File: src/rtl/alu_operand_seq_if.sv
// alu_operand_seq_if: operand bus, adder side-channel and result handshake for alu_operand_seq.
`default_nettype none

interface alu_operand_seq_if;
   logic       clr;
   logic [7:0] in_data;
   logic [1:0] in_op;
   logic       in_valid;
   logic       in_ready;
   logic [7:0] add_a;
   logic [7:0] add_b;
   logic       add_cin;
   logic [7:0] add_sum;
   logic       add_cout;
   logic [7:0] res_data;
   logic [3:0] res_flags;
   logic       res_valid;
   logic       res_ready;

   modport slave (
      input  clr, in_data, in_op, in_valid, add_sum, add_cout, res_ready,
      output in_ready, add_a, add_b, add_cin, res_data, res_flags, res_valid
   );

   modport master (
      output clr, in_data, in_op, in_valid, add_sum, add_cout, res_ready,
      input  in_ready, add_a, add_b, add_cin, res_data, res_flags, res_valid
   );
endinterface

`default_nettype wire

File: src/rtl/alu_operand_seq.sv
// alu_operand_seq: two-byte operand sequencer and flag/result register around an external 8-bit adder.
// Optional feature macro ALU_SUB_EN enables SUB/SBC (operand B inversion); undefined folds them onto ADD/ADC.
`default_nettype none

module alu_operand_seq (
   input  logic                clk,
   input  logic                rst_n,
   alu_operand_seq_if.slave    bus
);

   typedef enum logic [1:0] {
      S_A   = 2'd0,
      S_B   = 2'd1,
      S_EX  = 2'd2,
      S_OUT = 2'd3
   } state_t;

   state_t     state_q;
   logic       in_ready_q;
   logic       res_valid_q;
   logic       cflag_q;
   logic [7:0] add_a_q;
   logic [7:0] add_b_q;
   logic       add_cin_q;
   logic [7:0] res_data_q;
   logic [3:0] res_flags_q;
   logic [7:0] b_eff_d;
   logic       cin_d;

`ifdef ALU_SUB_EN
   logic [1:0] op_q;
   logic [1:0] op_d;

   assign op_d = bus.in_op;

   always_comb begin
      b_eff_d = op_q[1] ? ~bus.in_data : bus.in_data;
      case (op_q)
         2'b00:   cin_d = 1'b0;
         2'b10:   cin_d = 1'b1;
         default: cin_d = cflag_q;
      endcase
   end
`else
   logic op_q;
   logic op_d;
   logic unused_op_hi;

   // Only the carry-use bit matters when subtraction is compiled out.
   assign op_d         = bus.in_op[0];
   assign unused_op_hi = bus.in_op[1];

   always_comb begin
      b_eff_d = bus.in_data;
      cin_d   = op_q ? cflag_q : 1'b0;
   end
`endif

   always_ff @(posedge clk or negedge rst_n) begin
      if (!rst_n) begin
         state_q     <= S_A;
         in_ready_q  <= 1'b1;
         res_valid_q <= 1'b0;
         cflag_q     <= 1'b0;
         op_q        <= '0;
         add_a_q     <= 8'h00;
         add_b_q     <= 8'h00;
         add_cin_q   <= 1'b0;
         res_data_q  <= 8'h00;
         res_flags_q <= 4'h0;
      end else if (bus.clr) begin
         // Abort wins over any handshake; result registers keep their last value.
         state_q     <= S_A;
         in_ready_q  <= 1'b1;
         res_valid_q <= 1'b0;
         cflag_q     <= 1'b0;
      end else begin
         case (state_q)
            S_A: begin
               if (bus.in_valid) begin
                  add_a_q <= bus.in_data;
                  op_q    <= op_d;
                  state_q <= S_B;
               end
            end
            S_B: begin
               if (bus.in_valid) begin
                  add_b_q    <= b_eff_d;
                  add_cin_q  <= cin_d;
                  in_ready_q <= 1'b0;
                  state_q    <= S_EX;
               end
            end
            S_EX: begin
               res_data_q  <= bus.add_sum;
               cflag_q     <= bus.add_cout;
               res_flags_q <= {bus.add_sum[7],
                               (bus.add_sum == 8'h00),
                               bus.add_cout,
                               (add_a_q[7] == add_b_q[7]) & (bus.add_sum[7] != add_a_q[7])};
               res_valid_q <= 1'b1;
               state_q     <= S_OUT;
            end
            S_OUT: begin
               if (bus.res_ready) begin
                  res_valid_q <= 1'b0;
                  in_ready_q  <= 1'b1;
                  state_q     <= S_A;
               end
            end
            default: begin
               state_q     <= S_A;
               in_ready_q  <= 1'b1;
               res_valid_q <= 1'b0;
            end
         endcase
      end
   end

   assign bus.in_ready  = in_ready_q;
   assign bus.res_valid = res_valid_q;
   assign bus.add_a     = add_a_q;
   assign bus.add_b     = add_b_q;
   assign bus.add_cin   = add_cin_q;
   assign bus.res_data  = res_data_q;
   assign bus.res_flags = res_flags_q;

endmodule

`default_nettype wire

File: src/flat_wrapper.sv
// flat-port wrapper written by rule: the top's interface ports become plain ports
module alu_operand_seq_flat 
  (clk, rst_n, bus_clr, bus_in_data, bus_in_op, bus_in_valid, bus_add_sum, bus_add_cout, bus_res_ready, bus_in_ready, bus_add_a, bus_add_b, bus_add_cin, bus_res_data, bus_res_flags, bus_res_valid);
  alu_operand_seq_if bus_i ();
  input  logic clk;
  input  logic rst_n;
  input wire logic [$bits(bus_i.clr)-1:0] bus_clr;
  input wire logic [$bits(bus_i.in_data)-1:0] bus_in_data;
  input wire logic [$bits(bus_i.in_op)-1:0] bus_in_op;
  input wire logic [$bits(bus_i.in_valid)-1:0] bus_in_valid;
  input wire logic [$bits(bus_i.add_sum)-1:0] bus_add_sum;
  input wire logic [$bits(bus_i.add_cout)-1:0] bus_add_cout;
  input wire logic [$bits(bus_i.res_ready)-1:0] bus_res_ready;
  output wire logic [$bits(bus_i.in_ready)-1:0] bus_in_ready;
  output wire logic [$bits(bus_i.add_a)-1:0] bus_add_a;
  output wire logic [$bits(bus_i.add_b)-1:0] bus_add_b;
  output wire logic [$bits(bus_i.add_cin)-1:0] bus_add_cin;
  output wire logic [$bits(bus_i.res_data)-1:0] bus_res_data;
  output wire logic [$bits(bus_i.res_flags)-1:0] bus_res_flags;
  output wire logic [$bits(bus_i.res_valid)-1:0] bus_res_valid;
  assign bus_i.clr = bus_clr;
  assign bus_i.in_data = bus_in_data;
  assign bus_i.in_op = bus_in_op;
  assign bus_i.in_valid = bus_in_valid;
  assign bus_i.add_sum = bus_add_sum;
  assign bus_i.add_cout = bus_add_cout;
  assign bus_i.res_ready = bus_res_ready;
  assign bus_in_ready = bus_i.in_ready;
  assign bus_add_a = bus_i.add_a;
  assign bus_add_b = bus_i.add_b;
  assign bus_add_cin = bus_i.add_cin;
  assign bus_res_data = bus_i.res_data;
  assign bus_res_flags = bus_i.res_flags;
  assign bus_res_valid = bus_i.res_valid;
  alu_operand_seq u_core (.clk(clk), .rst_n(rst_n), .bus(bus_i));
endmodule
File: config.mk
export PLATFORM = sky130hd
export DESIGN_NAME = alu_operand_seq_flat
export DESIGN_NICKNAME = d
export VERILOG_FILES = /design/src/rtl/alu_operand_seq_if.sv /design/src/rtl/alu_operand_seq.sv /design/src/flat_wrapper.sv
export SDC_FILE = /design/constraint.sdc
export NUM_CORES = 1
export LEC_CHECK = 0
export CELL_PAD_IN_SITES_DETAIL_PLACEMENT = 1
export CELL_PAD_IN_SITES_GLOBAL_PLACEMENT = 2
export CORE_UTILIZATION = 31
export CTS_CLUSTER_DIAMETER = 60
export CTS_CLUSTER_SIZE = 28
export DETAILED_ROUTE_END_ITERATION = 7
export PLACE_DENSITY_LB_ADDON = 0.15
export SLEW_MARGIN = 40
export SYNTH_ARGS = -nofsm -noshare
export SYNTH_HDL_FRONTEND = slang
export SYNTH_SLANG_ARGS = --single-unit
File: constraint.sdc
create_clock -name clk -period 3.4 [get_ports clk]
set_input_delay 0.85 -clock clk [delete_from_list [all_inputs] [get_ports clk]]
set_output_delay 0.85 -clock clk [all_outputs]
set_load 0.05 [all_outputs]
==> flow_summary_export.csv, run 1 <==
group,metric,value,unit
placed_design,hpwl,2410,um
synthesis,synth-seq-cells,34,
clocking,clkSlewWorstSetupHoldPaths,60,ps
setup_path,r2r_slack,1540,ps
route,viasPerCell,4.88,
route,drc,0,
setup_path,crit_end,"bus_in_ready",
final_layout,area_growth,42.8,%
setup_path,crit_path_start,"u_core.bus.in_ready",
final_layout,diodes,0,
final_layout,final_cell_mix,"52 x clkdlybuf4s50_1, 33 x dfrtp_1, 14 x mux2_4, 12 x mux2_2, 6 x nand2_1",
synthesis,ys_types,23,
final_layout,final_nets,190,
flow_run,drv_cap,0,
timing,hold_viol_final,0,
placed_design,place_congestion,0.770,
floorplan,die_area,0.00513,mm^2
route,routedWlPerCell,15.1,um
grt,grt_usage,0.143,
power_and_ir_drop,p_per_area,1120,mW/mm^2
grt,grt_max_degree,35,
floorplan,rows,24,
setup_path,critPathMaxStageDelay,800,ps
synthesis,yosys-top-cells-area,"dfrtp_1 55%, mux2_4 14%, mux2_2 9.0%",
setup_path,cp_slowest_cell,"clkdlybuf4s50_1",
clocking,clk_latency,280,ps
grt,grt_pass1_vias,1179,
setup_path,worstPathArrival,1620,ps
synthesis,synth_area_per_cell,14.4,um^2
route,finalWirelength,3220,um
power_and_ir_drop,p_comb_frac,0.586,
setup_path,crit_type,"reg -> out",
floorplan,io_pins,55,
timing,setup_viol,0,
synthesis,yosys.area.top_type_share,0.550,
timing,relSlewSlack,0.543,
clocking,clk_path_buf_depth,2,
setup_path,startpoint_type,"register",
setup_path,path_cells,"clkdlybuf4s50_1",
route,initialDrtViolationCount,37,
synthesis,async_reset_ff_frac,1.00,
route,drtAntennaViolNets,0,
timing,setup_tns,0,ps
synthesis,yosys_warnings,0,
final_layout,layout_commonest_cell,"clkdlybuf4s50_1",
power_and_ir_drop,clockPowerShare,0.117,
synthesis,seq_area_frac_synth,0.567,
power_and_ir_drop,power.leakage,0.958,nW
timing,fin_crit_sh,0.726,
clocking,cts_hold_buf,0,
power_and_ir_drop,power_frac_seq,0.297,
synthesis,synth_top_area_cell,"dfrtp_1",
clocking,cts_resized,0,
clocking,cts_tree,"built",
timing,tightest_slew,684,ps
setup_path,path_max_fanout,3,
power_and_ir_drop,switching_share,0.460,
setup_path,critPathTopFamily,"buffers and inverters",
floorplan,start_util,0.334,
clocking,root_buffer,"clkbuf_8",
setup_path,crit_required,2550,ps
timing,grt_setup_unrepaired,"no",
clocking,cts_inserted_buffers,5,
setup_path,r2r_start,"u_core.state_q[1]",
route,vias,1044,
synthesis,syn-cell-area,0.00150,mm^2
setup_path,timing.rr.end,"u_core.bus.add_b[3]",
power_and_ir_drop,intPower,1.29,mW
synthesis,synth_ff_type,"dfrtp_1",
floorplan,die_x,71.6,um
timing,fin_crit,2470,ps
timing,timing.fmax,0.405,GHz
setup_path,r2r_cells,4,
timing,clock_skew,5.91,ps
setup_path,crit_buf_inv,1,
floorplan,fp.dieH,71.6,um
placed_design,portBuffers,53,
clocking,cts_sinks,34,
power_and_ir_drop,switchingPower,1.10,mW
status,outcome,"finished, final reports clean",
setup_path,cp-end-kind,"output pin",
final_layout,fillerInstances,466,
floorplan,coreArea,0.00450,mm^2
grt,grt_antenna_before_repair,0,
timing,drv_slew,0,
clocking,post_cts_buffers,0,
timing,whs,490,ps
power_and_ir_drop,peakVddDrop,0.000451,V
grt,grt_overflow,0,
setup_path,path_depth,1,
grt,grt_pass1_wl,5560,um
clocking,htreeDepth,2,
synthesis,postSynthCellCount,104,
route,firstDrtPassIters,3,
synthesis,synth_edf_count,0,
hold_path,hold_class,"reg -> reg",
final_layout,drive_gt1_frac,0.216,
synthesis,syn_nets,133,
-- Yosys cell counts (all sizes together) (2+ instances only) --
library cell / n
buf: 3
o21ai: 4
nand2: 6
mux2: 26
inv: 3
ha: 5
a21oi: 5
dfrtp: 33
nor4: 2
o21bai: 2
nand2b: 4
nor2: 3
-- cell type report --
class,count,area (um^2),share of cell area
flip-flops and latches,34,852,0.397
multi-input cells,64,609,0.284
repair buffers,53,528,0.246
clock buffers,8,80.1,0.0373
inverters,3,11.3,0.00525
well taps,52,65.1,0.0303
-- how the worst min path moves through the flow --
stage | from | end | slack [ps] | cells after the start
after global placement | u_core.bus.res_flags[2] | u_core.bus.res_flags[2] | 460 | 2
after CTS | u_core.bus.res_flags[2] | u_core.bus.res_flags[2] | 500 | 2
after floorplan | u_core.op_q | u_core.op_q | 480 | 1
after global routing | u_core.bus.res_flags[0] | u_core.bus.res_flags[0] | 530 | 2
after detailed placement | u_core.bus.res_flags[2] | u_core.bus.res_flags[2] | 480 | 2
final | u_core.bus.res_flags[2] | u_core.bus.res_flags[2] | 490 | 2
-- power groups by stage --
stage	Sequential (mW)	Combinational (mW)	Clock [mW]
2_1_floorplan	1.29	0.393	0
3_3_place_gp	0.705	1.40	0
3_5_place_dp	0.718	1.42	0
4_1_cts	0.715	1.42	0.293
5_1_grt	0.736	1.47	0.311
6_report	0.712	1.40	0.280
-- through the flow --
stage / utilization / cells / setup WS (ps) / cell area (um^2) / power (mW)
detailed placement: 0.458 / 206 / 736 / 2060 / 2.13
floorplan: - / 104 / 1650 / 1500 / 1.68
finish: 0.476 / 214 / 933 / 2150 / 2.40
CTS: 0.476 / 214 / 918 / 2140 / 2.43
global route: 0.476 / 214 / 895 / 2150 / 2.52
global placement: 0.458 / 206 / 753 / 2060 / 2.10
-- per-layer routing --
layer	global-route usage	wire (um)	part of all wire
met5	0	0	0
met4	0.0588	52	0.016
met3	0.0506	233	0.072
met2	0.240	1550	0.48
met1	0.165	1390	0.43
-- cell families (layout without fill, tap and decap cells) --
family,count (synthesis),in the layout,synth area share
flops,34,34,0.567
mux,27,27,0.236
simple gates,18,18,0.0699
compound gates,14,14,0.0575
buf+inv,6,64,0.0275
fa+ha+maj,5,5,0.0416
-- state kept, by name, indices dropped and copies added, names as in the netlist --
name	count
u_core.bus.add_a	8
u_core.bus.add_b	8
u_core.bus.add_cin	1
u_core.bus.in_ready	1
u_core.bus.res_data	8
u_core.bus.res_flags	3
u_core.bus.res_valid	1
u_core.cflag_q	1
u_core.op_q	1
u_core.state_q	2
No activity file was read; power rests on OpenSTA's default activity.
==> run 2: changes to the inputs <==
--- a/config.mk
+++ b/config.mk
@@ -7,7 +7,7 @@
 export LEC_CHECK = 0
 export CELL_PAD_IN_SITES_DETAIL_PLACEMENT = 1
 export CELL_PAD_IN_SITES_GLOBAL_PLACEMENT = 2
-export CORE_UTILIZATION = 31
+export CORE_UTILIZATION = 26
 export CTS_CLUSTER_DIAMETER = 60
 export CTS_CLUSTER_SIZE = 28
 export DETAILED_ROUTE_END_ITERATION = 7
==> constraint.sdc (replaced) <==
create_clock -name clk -period 2.2 [get_ports clk]
set_input_delay 0.55 -clock clk [delete_from_list [all_inputs] [get_ports clk]]
set_output_delay 0.55 -clock clk [all_outputs]
set_load 0.05 [all_outputs]
==> run 2 against run 1 <==
Compared with the run above:
- cell area is 3.3% higher
- wire length is 5.5% higher
- global-route usage is 2.0 points lower
- hold slack worse by 290 ps
- flip-flop and latch count stayed put
- setup slack worse by 790 ps
- utilization is 7.6 points lower
- combinational power is 55% higher
- die area is 19% higher
- critical endpoint is now bus_add_b[7]
==> flow_summary_export.csv, run 2 (synthesis results as in run 1) <==
group,metric,value,unit
placed_design,portBuffers,53,
final_layout,multi_input_comb_area,609,um^2
setup_path,path_cells,"clkdlybuf4s50_1",
setup_path,startpoint_type,"register",
power_and_ir_drop,power.leakage,0.978,nW
final_layout,area_growth,47.5,%
final_layout,fin_util,0.400,
grt,grt_usage,0.122,
route,initialDrtViolationCount,20,
setup_path,crit_required,1650,ps
route,firstDrtPassIters,4,
final_layout,ff_latch_area,852,um^2
setup_path,crit_buf_inv,1,
timing,clock_skew,5.61,ps
final_layout,drive_gt1_frac,0.250,
timing,setup_tns,0,ps
final_layout,layout_commonest_cell,"clkdlybuf4s50_1",
timing,tightest_slew,512,ps
setup_path,cp_slowest_cell,"clkdlybuf4s50_1",
clocking,clk_path_buf_depth,2,
floorplan,fp.dieH,78.0,um
placed_design,place_congestion,0.715,
placed_design,postPlaceCellArea,0.00210,mm^2
clocking,cts_hold_buf,0,
final_layout,diodes,0,
placed_design,hpwl,2480,um
power_and_ir_drop,p_per_area,1730,mW/mm^2
timing,fin_crit,2050,ps
final_layout,stdcell_area,0.00222,mm^2
clocking,cts_inserted_buffers,5,
floorplan,die_area,0.00609,mm^2
grt,grt_overflow,0,
timing,grt_setup_unrepaired,"no",
power_and_ir_drop,peakVddDrop,0.000572,V
timing,drv_slew,0,
status,outcome,"finished, final reports clean",
clocking,cts_resized,0,
clocking,post_cts_buffers,0,
route,drc,0,
hold_path,hold_class,"in -> async",
setup_path,critPathTopFamily,"buffers and inverters",
clocking,htreeDepth,2,
setup_path,path_max_fanout,4,
timing,setup_viol,0,
timing,hold_viol_final,0,
grt,grt_antenna_before_repair,0,
grt,grt_pass1_vias,1107,
setup_path,cp-end-kind,"output pin",
floorplan,start_util,0.271,
clocking,cts_tree,"built",
timing,relSlewSlack,0.658,
route,routedWlPerCell,14.4,um
final_layout,final_cell_mix,"51 x clkdlybuf4s50_1, 33 x dfrtp_1, 14 x mux2_4, 12 x mux2_2, 6 x nand2_1",
flow_run,drv_cap,0,
timing,fin_crit_sh,0.933,
floorplan,die_x,78.0,um
final_layout,final_nets,192,
clocking,cts_sinks,34,
route,vias,1042,
setup_path,crit_type,"reg -> out",
route,viasPerCell,4.42,
final_layout,fin_cells,236,
clocking,clkSlewWorstSetupHoldPaths,80,ps
route,drtAntennaViolNets,0,
placed_design,dp.cells,228,
floorplan,rows,27,
route,finalWirelength,3400,um
setup_path,critPathMaxStageDelay,820,ps
setup_path,worstPathArrival,1500,ps
floorplan,io_pins,55,
grt,grt_pass1_wl,5550,um
grt,grt_max_degree,35,
final_layout,fillerInstances,605,
clocking,root_buffer,"clkbuf_8",
floorplan,coreArea,0.00554,mm^2
timing,timing.fmax,0.487,GHz
clocking,clk_latency,290,ps
==> run 2: area by class of cell <==
class                   count  share of cell area
repair buffers             55               0.244
well taps                  72              0.0406
clock inverters             3              0.0203
multi-input cells          64               0.275
inverters                   3             0.00508
clock buffers               5              0.0310
flip-flops and latches     34               0.384
==> run 2: per-layer routing <==
| metal | wire length (um) | GRT usage |
|---|---|---|
| met1 | 1480 | 0.143 |
| met2 | 1710 | 0.209 |
| met3 | 136 | 0.0314 |
| met4 | 72 | 0.0611 |
| met5 | 0 | 0 |
==> run 2: path summary, 6_finish.rpt <==
kind                                    startpoint                       to  slack (ps)  cells past startpoint
setup / recovery               u_core.bus.add_b[7]             bus_add_b[7]         150                      1
hold / removal                               rst_n   u_core.bus.res_data[6]         200                      1
setup reg to reg                 u_core.state_q[0]   u_core.bus.res_data[7]         690                      4
hold reg to reg            u_core.bus.res_flags[2]  u_core.bus.res_flags[2]         490                      2
max in group asynchronous                    rst_n      u_core.bus.in_ready        1640                      1
min in group clk           u_core.bus.res_flags[2]  u_core.bus.res_flags[2]         490                      2
==> run 2: power breakdown <==
| group | internal [mW] | switching [mW] |
|---|---|---|
| Sequential | 0.918 | 0.177 |
| Combinational | 0.857 | 1.31 |
| Clock | 0.337 | 0.237 |
==> run 2: per-stage QoR <==
| step | hold slack (ps) | total power [mW] | setup WS [ps] |
|---|---|---|---|
| 6_report | 198 | 3.84 | 147 |
| 3_5_place_dp | 491 | 3.30 | 264 |
| 3_3_place_gp | 468 | 3.25 | 280 |
| 5_1_grt | 234 | 4.04 | 84.5 |
| 4_1_cts | 363 | 3.90 | 133 |
| 2_1_floorplan | 254 | 2.60 | 751 |
==> run 3: changes to the inputs <==
--- a/config.mk
+++ b/config.mk
@@ -12,7 +12,6 @@
 export CTS_CLUSTER_SIZE = 28
 export DETAILED_ROUTE_END_ITERATION = 7
 export PLACE_DENSITY_LB_ADDON = 0.15
-export SLEW_MARGIN = 40
 export SYNTH_ARGS = -nofsm -noshare
 export SYNTH_HDL_FRONTEND = slang
 export SYNTH_SLANG_ARGS = --single-unit
==> run 3 against run 2 <==
Compared with the run above:
- fmax unchanged
- clock skew unchanged
- power about the same
- setup slack unchanged
- sequential share of layout area about the same
- via count unchanged
- critical path type unchanged
- highest routed layer unchanged
==> flow_summary_export.csv, run 3 (synthesis results as in run 1) <==
group,metric,value,unit
status,outcome,"finished, final reports clean",
timing,clock_skew,5.61,ps
final_layout,area_growth,47.4,%
timing,tightest_slew,780,ps
setup_path,crit_buf_inv,1,
route,routedWlPerCell,14.4,um
power_and_ir_drop,peakVddDrop,0.000572,V
floorplan,coreArea,0.00554,mm^2
final_layout,drive_gt1_frac,0.250,
final_layout,fin_util,0.400,
final_layout,fillerInstances,605,
floorplan,io_pins,55,
final_layout,final_cell_mix,"51 x clkdlybuf4s50_1, 33 x dfrtp_1, 14 x mux2_4, 12 x mux2_2, 6 x nand2_1",
grt,grt_usage,0.122,
setup_path,crit_type,"reg -> out",
setup_path,crit_path_start,"u_core.bus.add_b[7]",
route,viasPerCell,4.42,
clocking,htreeDepth,2,
route,vias,1042,
clocking,cts_resized,0,
timing,grt_setup_unrepaired,"no",
final_layout,diodes,0,
grt,grt_max_degree,35,
power_and_ir_drop,power.leakage,0.977,nW
timing,setup_ws,147,ps
power_and_ir_drop,switching_share,0.450,
grt,grt_antenna_before_repair,0,
setup_path,cp_slowest_cell,"clkdlybuf4s50_1",
timing,drv_slew,0,
power_and_ir_drop,p_comb_frac,0.565,
clocking,cts_inserted_buffers,5,
flow_run,drv_cap,0,
placed_design,hpwl,2480,um
floorplan,die_x,78.0,um
timing,fin_crit_sh,0.933,
setup_path,path_max_fanout,4,
floorplan,start_util,0.271,
power_and_ir_drop,power_frac_seq,0.285,
route,drc,0,
placed_design,portBuffers,53,
clocking,root_buffer,"clkbuf_8",
route,firstDrtPassIters,4,
route,finalWirelength,3400,um
timing,relSlewSlack,0.480,
grt,grt_overflow,0,
grt,grt_pass1_wl,5550,um
setup_path,crit_required,1650,ps
setup_path,critPathMaxStageDelay,820,ps
clocking,cts_hold_buf,0,
power_and_ir_drop,total_power,3.84,mW
power_and_ir_drop,intPower,2.11,mW
timing,timing.fmax,0.487,GHz
setup_path,worstPathArrival,1500,ps
timing,setup_viol,0,
final_layout,final_nets,192,
clocking,clkSlewWorstSetupHoldPaths,80,ps
setup_path,r2r_start,"u_core.state_q[0]",
power_and_ir_drop,clockPowerShare,0.150,
clocking,post_cts_buffers,0,
floorplan,die_area,0.00609,mm^2
timing,setup_tns,0,ps
hold_path,hold_class,"in -> async",
final_layout,layout_commonest_cell,"clkdlybuf4s50_1",
placed_design,place_congestion,0.715,
grt,grt_pass1_vias,1107,
grt,globalRouteMet2Util,0.209,
setup_path,startpoint_type,"register",
setup_path,path_cells,"clkdlybuf4s50_1",
placed_design,pre_cts_ws,264,ps
timing,fin_crit,2050,ps
grt,grtUsageMet1,0.143,
clocking,cts_tree,"built",
floorplan,rows,27,
grt,busiest_layer,"met2",
timing,hold_viol_final,0,
clocking,clk_path_buf_depth,2,
clocking,cts_sinks,34,
setup_path,critPathTopFamily,"buffers and inverters",
setup_path,cp-end-kind,"output pin",
route,drtAntennaViolNets,0,
clocking,clk_latency,290,ps
power_and_ir_drop,p_per_area,1730,mW/mm^2
floorplan,fp.dieH,78.0,um
route,initialDrtViolationCount,20,
power_and_ir_drop,switchingPower,1.73,mW
grt,grtUsageMet3,0.0314,
[run 3: power groups by stage]
| stage | sequential [mW] | combinational, mW | clock (mW) |
|---|---|---|---|
| after floorplan | 1.99 | 0.607 | 0 |
| after global placement | 1.09 | 2.16 | 0 |
| after detailed placement | 1.11 | 2.19 | 0 |
| after CTS | 1.10 | 2.19 | 0.601 |
| after global routing | 1.14 | 2.26 | 0.632 |
| final | 1.10 | 2.17 | 0.574 |
[run 3: worst reg2reg max path, delay by kind of cell (launching register included)]
kind	cells	cell delay [ps]
AND/OR/NAND/NOR	1	220
buffers and inverters	1	100
adder cells (fa/ha/maj)	1	300
multiplexers	1	370
flip-flops	1	410
[run 3: cell type report]
type | count | area (um^2) | share of cell area
flip-flops and latches | 34 | 852 | 0.385
multi-input cells | 64 | 609 | 0.275
repair buffers | 55 | 538 | 0.243
well taps | 72 | 90.1 | 0.0407
clock buffers | 5 | 68.8 | 0.0311
clock inverters | 3 | 45.0 | 0.0203
inverters | 3 | 11.3 | 0.00508
[run 3: through the flow]
step | instances | area (um^2) | hold WS (ps)
after floorplan | 104 | 1500 | 254
after global placement | 228 | 2100 | 468
after detailed placement | 228 | 2100 | 491
after CTS | 236 | 2210 | 363
after global routing | 236 | 2210 | 410
final | 236 | 2210 | 330
[run 3: final timing paths]
kind,end,slack (ps),depth (start not counted)
max,bus_add_b[7],150,1
min,u_core.bus.res_data[6],330,1
max reg2reg,u_core.bus.res_data[7],690,4
min reg2reg,u_core.bus.res_flags[2],490,2
max in group asynchronous,u_core.bus.add_a[0],1360,1
min in group clk,u_core.bus.res_flags[2],490,2
[run 3: per-layer routing]
metal  wire (um)  up-vias
li1            -      481
met1        1480      524
met2        1710       30
met3         136        7
met4          72        0
met5           0        -
